### config.mk
export PLATFORM = sky130hd
export DESIGN_NAME = game_seq_ctrl
export DESIGN_NICKNAME = d
export VERILOG_FILES = /design/src/rtl/game_seq_ctrl.sv
export SDC_FILE = /design/constraint.sdc
export NUM_CORES = 1
export LEC_CHECK = 0
export CAP_MARGIN = 20
export CORE_MARGIN = 4
export CORE_UTILIZATION = 58
export DETAILED_ROUTE_END_ITERATION = 16
export DONT_BUFFER_PORTS = 1
export PLACE_DENSITY_LB_ADDON = 0.3
export SETUP_SLACK_MARGIN = 0.05
export SLEW_MARGIN = 5
export SYNTH_ARGS = -nofsm -noshare
export SYNTH_HDL_FRONTEND = slang
export SYNTH_SLANG_ARGS = --single-unit
### constraint.sdc
create_clock -name clk -period 9.25 [get_ports clk]
set_input_delay 1.85 -clock clk [delete_from_list [all_inputs] [get_ports clk]]
set_output_delay 1.85 -clock clk [all_outputs]
set_load 0.005 [all_outputs]
### src/rtl/game_seq_ctrl.sv
// game_seq_ctrl: frame-rate sequencer for the avoid-ball game (state, score, lives, level, spawns).
// Define GAME_SEQ_PAUSE_EN to build in the PAUSE state and the key_pulse[4] pause toggle.
module game_seq_ctrl #(
   parameter int unsigned LIVES_INIT       = 3,
   parameter int unsigned FRAMES_PER_POINT = 60,
   parameter int unsigned LEVEL_PTS        = 10,
   parameter int unsigned HIT_FRAMES       = 90,
   parameter int unsigned SPAWN_BASE       = 64,
   parameter int unsigned BASE_STEP        = 1
) (
   input  logic        clk,
   input  logic        rst,
   input  logic        vsync,
   input  logic [4:0]  key_pulse,
   input  logic        collision,
   output logic [2:0]  state,
   output logic        run,
   output logic [3:0]  ball_step,
   output logic        spawn_req,
   output logic [13:0] score,
   output logic [1:0]  lives,
   output logic [2:0]  level,
   output logic        flash
);

   typedef enum logic [2:0] {
      ST_IDLE  = 3'd0,
      ST_PLAY  = 3'd1,
      ST_HIT   = 3'd2,
      ST_OVER  = 3'd3,
      ST_PAUSE = 3'd4
   } state_e;

   localparam logic [15:0] FPP_LAST  = 16'(FRAMES_PER_POINT - 1);
   localparam logic [15:0] LVL_LAST  = 16'(LEVEL_PTS - 1);
   localparam logic [15:0] HIT_LAST  = 16'(HIT_FRAMES - 1);
   localparam logic [13:0] SCORE_MAX = 14'd9999;

   state_e      state_q, state_d;
   logic        vsync_q;
   logic        tick_q, tick_d;
   logic        run_q, run_d;
   logic        spawn_req_q, spawn_req_d;
   logic        flash_q, flash_d;
   logic [13:0] score_q, score_d;
   logic [1:0]  lives_q, lives_d;
   logic [2:0]  level_q, level_d;
   logic [15:0] frame_cnt_q, frame_cnt_d;
   logic [15:0] spawn_cnt_q, spawn_cnt_d;
   logic [15:0] pts_cnt_q, pts_cnt_d;
   logic [15:0] hit_cnt_q, hit_cnt_d;
   logic [15:0] spawn_last_s;
   logic        adv_s;

`ifdef GAME_SEQ_PAUSE_EN
   state_e      ret_state_q, ret_state_d;
   logic        unused_keys_s;
   assign unused_keys_s = ^key_pulse[3:1];
`else
   logic        unused_keys_s;
   assign unused_keys_s = ^key_pulse[4:1];
`endif

   // Spawn period shrinks by 8 frames per level; compare against period-1.
   assign spawn_last_s = 16'(SPAWN_BASE) - {10'd0, level_q, 3'd0} - 16'd1;

   assign state     = state_q;
   assign run       = run_q;
   assign spawn_req = spawn_req_q;
   assign score     = score_q;
   assign lives     = lives_q;
   assign level     = level_q;
   assign flash     = flash_q;
   assign ball_step = 4'(BASE_STEP) + {1'b0, level_q};

   always_comb begin
      state_d     = state_q;
      tick_d      = vsync_q & ~vsync;
      score_d     = score_q;
      lives_d     = lives_q;
      level_d     = level_q;
      frame_cnt_d = frame_cnt_q;
      spawn_cnt_d = spawn_cnt_q;
      pts_cnt_d   = pts_cnt_q;
      hit_cnt_d   = hit_cnt_q;
      spawn_req_d = 1'b0;
      adv_s       = 1'b0;
`ifdef GAME_SEQ_PAUSE_EN
      ret_state_d = ret_state_q;
`endif

      case (state_q)
         ST_IDLE: begin
            if (key_pulse[0]) begin
               state_d     = ST_PLAY;
               score_d     = 14'd0;
               lives_d     = 2'(LIVES_INIT);
               level_d     = 3'd0;
               frame_cnt_d = 16'd0;
               spawn_cnt_d = 16'd0;
               pts_cnt_d   = 16'd0;
               hit_cnt_d   = 16'd0;
            end
         end
         ST_PLAY: begin
            // Collision beats both the pause key and a same-cycle tick.
            if (collision) begin
               if (lives_q == 2'd1) begin
                  lives_d = 2'd0;
                  state_d = ST_OVER;
               end else begin
                  lives_d   = lives_q - 2'd1;
                  hit_cnt_d = 16'd0;
                  state_d   = ST_HIT;
               end
            end
`ifdef GAME_SEQ_PAUSE_EN
            else if (key_pulse[4]) begin
               ret_state_d = ST_PLAY;
               state_d     = ST_PAUSE;
            end
`endif
            else begin
               adv_s = tick_q;
            end
         end
         ST_HIT: begin
`ifdef GAME_SEQ_PAUSE_EN
            if (key_pulse[4]) begin
               ret_state_d = ST_HIT;
               state_d     = ST_PAUSE;
            end else
`endif
            if (tick_q) begin
               adv_s = 1'b1;
               if (hit_cnt_q >= HIT_LAST) begin
                  hit_cnt_d = 16'd0;
                  state_d   = ST_PLAY;
               end else begin
                  hit_cnt_d = hit_cnt_q + 16'd1;
               end
            end
         end
         ST_OVER: begin
            if (key_pulse[0]) begin
               state_d = ST_IDLE;
            end
         end
`ifdef GAME_SEQ_PAUSE_EN
         ST_PAUSE: begin
            if (key_pulse[4]) begin
               state_d = ret_state_q;
            end
         end
`endif
         default: begin
            state_d = ST_IDLE;
         end
      endcase

      if (adv_s) begin
         if (frame_cnt_q >= FPP_LAST) begin
            frame_cnt_d = 16'd0;
            score_d     = (score_q >= SCORE_MAX) ? SCORE_MAX : score_q + 14'd1;
            if (pts_cnt_q >= LVL_LAST) begin
               pts_cnt_d = 16'd0;
               level_d   = (level_q == 3'd7) ? 3'd7 : level_q + 3'd1;
            end else begin
               pts_cnt_d = pts_cnt_q + 16'd1;
            end
         end else begin
            frame_cnt_d = frame_cnt_q + 16'd1;
         end
         // >= keeps the wrap safe when a level-up shortens the period mid-count.
         if (spawn_cnt_q >= spawn_last_s) begin
            spawn_cnt_d = 16'd0;
            spawn_req_d = 1'b1;
         end else begin
            spawn_cnt_d = spawn_cnt_q + 16'd1;
         end
      end

      run_d = (state_d == ST_PLAY) || (state_d == ST_HIT);
      if (state_d == ST_HIT) begin
         flash_d = hit_cnt_d[2];
      end else if (state_d == ST_PAUSE) begin
         flash_d = flash_q;
      end else begin
         flash_d = 1'b0;
      end
   end

   always_ff @(posedge clk or posedge rst) begin
      if (rst) begin
         state_q     <= ST_IDLE;
         vsync_q     <= 1'b1;
         tick_q      <= 1'b0;
         run_q       <= 1'b0;
         spawn_req_q <= 1'b0;
         flash_q     <= 1'b0;
         score_q     <= 14'd0;
         lives_q     <= 2'(LIVES_INIT);
         level_q     <= 3'd0;
         frame_cnt_q <= 16'd0;
         spawn_cnt_q <= 16'd0;
         pts_cnt_q   <= 16'd0;
         hit_cnt_q   <= 16'd0;
      end else begin
         state_q     <= state_d;
         vsync_q     <= vsync;
         tick_q      <= tick_d;
         run_q       <= run_d;
         spawn_req_q <= spawn_req_d;
         flash_q     <= flash_d;
         score_q     <= score_d;
         lives_q     <= lives_d;
         level_q     <= level_d;
         frame_cnt_q <= frame_cnt_d;
         spawn_cnt_q <= spawn_cnt_d;
         pts_cnt_q   <= pts_cnt_d;
         hit_cnt_q   <= hit_cnt_d;
      end
   end

`ifdef GAME_SEQ_PAUSE_EN
   always_ff @(posedge clk or posedge rst) begin
      if (rst) begin
         ret_state_q <= ST_PLAY;
      end else begin
         ret_state_q <= ret_state_d;
      end
   end
`endif

endmodule
==> metrics.md <==
| Metric | Value |
|---|---|
| Clk slew on worst S/H paths | `90 ps` |
| Max-cap violations | `0` |
| Max Clock Skew | `12.44 ps` |
| Final setup fails | `0` |
| Die Wd | `99.57 um` |
| Drt drc | `0` |
| Final max-slew violation count | `0` |
| Final period util | `38.57%` |
| All-Layer GR Usage | `21.00%` |
| Min Tclk post-route | `3567 ps` |
| Mapped Cells | `515` |
| Post-synth top area share | `45.28%` |
| Worst hold path class | `flip-flop to flip-flop` |
| Complex-gate fraction of the synthesized area | `16.49%` |
| Synthesis Warnings | `0` |
| Seq/Total Area, Yosys | `46.90%` |
| Largest net degree at the start of global routing | `69` |
| Mapped cell area | `0.004863 mm^2` |
| Post-DRT Antenna Nets | `0` |
| Adder-cell share of the synthesized area | `6.946%` |
| Ant. Diodes | `0` |
| Critical-path maximum fanout | `13` |
| Lkg Pwr | `0.002274 uW` |
| Final hold vios | `0` |
| #FFs+latches synth | `91` |
| First-pass GRT wire length | `17150 um` |
| Gp weighted congestion | `0.8395` |
| Synth Area in Simple Gates | `23.28%` |
| GR Overflow Total | `0` |
| Fin Setup TNS | `0 ps` |
| CTS H-tree depth | `3` |
| Ys async rst share | `100.0%` |
| IO Pins | `38` |
| Post-CTS Resized | `0` |
| Nets | `544` |
| Cts-stage hold buffer count | `0` |
| Critical Path Start Type | `flip-flop` |
| TritonCTS Buffers | `9` |
| Die Area | `0.009914 mm^2` |
| Syn_area_per_cell | `9.444 um^2` |
| Row count | `33` |
| Vias in the first global route | `3735` |
| Via density | `6.191` |
| XOR/XNOR Fraction of Synth Area | `0.5403%` |
| Clock sink total | `91` |
| Mapped Nets | `551` |
| TritonRoute pass-1 iters | `4` |
| Post-synth top flop | `dfrtp_1` |
| Bufs on Longest Clock Path | `2` |
| Critical Path AT | `3830 ps` |
| Initial Utilization | `59.49%` |
| I/O Buffers | `0` |
| Design area | `0.005119 mm^2` |
| Sw power | `179.5 uW` |
| Layout cells sized above 1 | `7.602%` |
| Critical path required time | `9510 ps` |
| Status | `finished, final reports clean` |
| Synth area leaders | `dfrtp_1 45%, ha_1 6.9%, nand2_1 3.2%` |
| Post-CTS setup buffers | `0` |
| Highest clock rate | `280.3 MHz` |
| Area grow syn2layout | `5.248%` |
| Max transition margin | `29.29%` |
| Mux cell area share after synthesis | `1.698%` |
| EDFF count, synth | `0` |
| Worst-margin pin slew | `1058 ps` |
| CTS tree | `yes` |
| RSZ-0062 raised after global routing | `no` |
| CP Class | `flip-flop to flip-flop` |
| Skew-Pair Late Insertion Delay | `360 ps` |
| Comb power frac | `6.3%` |
| Pwr/cell area | `137.7 mW/mm^2` |
| Detail Placement HPWL | `6855 um` |
| Initial antenna violation count | `0` |
| Wire per inst | `15.84 um` |
| Sequential Power Share | `58.8%` |
| Power Internal | `525.4 uW` |
| Post-Route WL | `9792 um` |
| Count of cell types in the netlist | `58` |
| Via count | `3826` |
| Final Hold Slack | `497.5 ps` |
| Area leader, netlist | `dfrtp_1` |
| Sw frac | `25.46%` |
| Placed Area | `0.004941 mm^2` |
| Critical path endpoint category | `flip-flop` |
| Clk pwr share | `34.9%` |
| Root Buffer | `clkbuf_8` |
| Core Box Area | `0.008175 mm^2` |
| Combinational family with the most area after synthesis | `simple AND/OR/NAND/NOR gates` |
| Die H | `99.57 um` |
| 1st-iter DRT viols | `182` |
| Peak VDD IR | `0.06293 mV` |
## critical path, stage by stage (launching register included)
cell     delay [ps]
dfrtp_1         500
inv_1           230
ha_1            210
nor2b_1         160
nand2_1          70
a211o_1         430
ha_1            350
a21oi_1         120
o21ai_0         150
nor2_1          690
nand2_1         300
o21ai_0         260
## cells in the mapped netlist, types with 3 or more instances
| cell | number |
|---|---|
| inv_1 | 28 |
| o21ai_0 | 19 |
| o21ai_1 | 5 |
| or3_1 | 3 |
| o31a_1 | 3 |
| dfstp_2 | 3 |
| o221a_2 | 3 |
| mux2i_1 | 6 |
| o2111ai_1 | 3 |
| a22o_1 | 4 |
| nor3_1 | 12 |
| nor2b_1 | 8 |
| o22a_1 | 3 |
| or2_2 | 4 |
| nor2_1 | 37 |
| dfrtp_1 | 88 |
| ha_1 | 27 |
| o31ai_1 | 3 |
| nand2b_1 | 3 |
| nand2_1 | 41 |
| clkbuf_1 | 20 |
| nor4_1 | 11 |
| o22ai_1 | 6 |
| and3_1 | 13 |
| a21oi_1 | 26 |
| and2_1 | 13 |
| nor3b_1 | 4 |
| o21a_1 | 5 |
| a31oi_1 | 22 |
| nand4_1 | 18 |
| and4_1 | 4 |
| or4_1 | 7 |
| nand3_1 | 28 |
## area by class of cell
class                   count  area (um^2)
well taps                 105        131.4
clock inverters             5        36.28
multi-input cells         373         2385
repair buffers              5        37.54
fillers                   664         3057
clock buffers              11        141.4
flip-flops and latches     91         2281
inverters                  28        106.4
## power groups by stage
stage	Combinational, uW	Clock [uW]	Sequential [uW]
after floorplan	37.5	0	418
after global placement	43.6	0	422
after detailed placement	45.6	0	422
after CTS	45.6	253	414
after global routing	52.0	268	416
final	44.6	246	414
## layer usage
layer,track usage (%),part of all wire [%],vias to the layer above
li1,-,-,1876
met1,27.24,46,1869
met2,35.80,49,66
met3,3.576,3.1,15
met4,7.038,1.5,0
met5,0,0,-
## final timing paths
path,depth (start not counted),start,endpoint,slack [ps]
max,11,level[0],spawn_cnt_q[3],5680
min,1,pts_cnt_q[13],pts_cnt_q[13],500
max reg2reg,11,level[0],spawn_cnt_q[3],5680
min reg2reg,1,pts_cnt_q[13],pts_cnt_q[13],500
max in group asynchronous,2,rst,spawn_cnt_q[11],6750
min in group asynchronous,1,rst,pts_cnt_q[4],1340
## flip-flops by register name, indices dropped and copies added (netlist names)
| name | cells |
|---|---|
| frame_cnt_q | 16 |
| spawn_req | 1 |
| pts_cnt_q | 16 |
| flash | 1 |
| lives | 2 |
| state | 3 |
| run | 1 |
| vsync_q | 1 |
| spawn_cnt_q | 16 |
| level | 3 |
| hit_cnt_q | 16 |
| tick_q | 1 |
| score | 14 |
## kinds of logic after synthesis
family / Yosys count
multiplexers: 8
other: 1
flip-flops: 91
AND/OR/NAND/NOR: 213
adder cells (fa/ha/maj): 27
AO/OA/AOI/OAI: 121
buffers and inverters: 51
XOR/XNOR: 3
## cell usage in the layout (no fill, tap or decap), drive strengths merged, types with 6 or more instances in the layout
cell type	Yosys	layout
dfrtp	88	88
nand2	41	41
nor2	37	37
nand3	28	28
inv	28	28
ha	27	27
a21oi	26	26
o21ai	24	24
a31oi	22	22
nand4	18	18
and3	13	13
and2	13	13
nor3	12	12
nor4	11	11
clkbuf	20	11
nor2b	8	8
or4	7	7
mux2i	6	6
o22ai	6	6
## metrics by stage
step           power (uW)  setup slack, ps  util (%)  cells
3_5_place_dp        467.6             5382     60.44    602
4_1_cts             713.0             5723     62.61    618
3_3_place_gp        465.3             5395     60.44    602
5_1_grt             735.7             5318     62.61    618
6_report            704.8             5683     62.61    618
2_1_floorplan       455.7             5041         -    515
(Power assumes the default switching activity.)
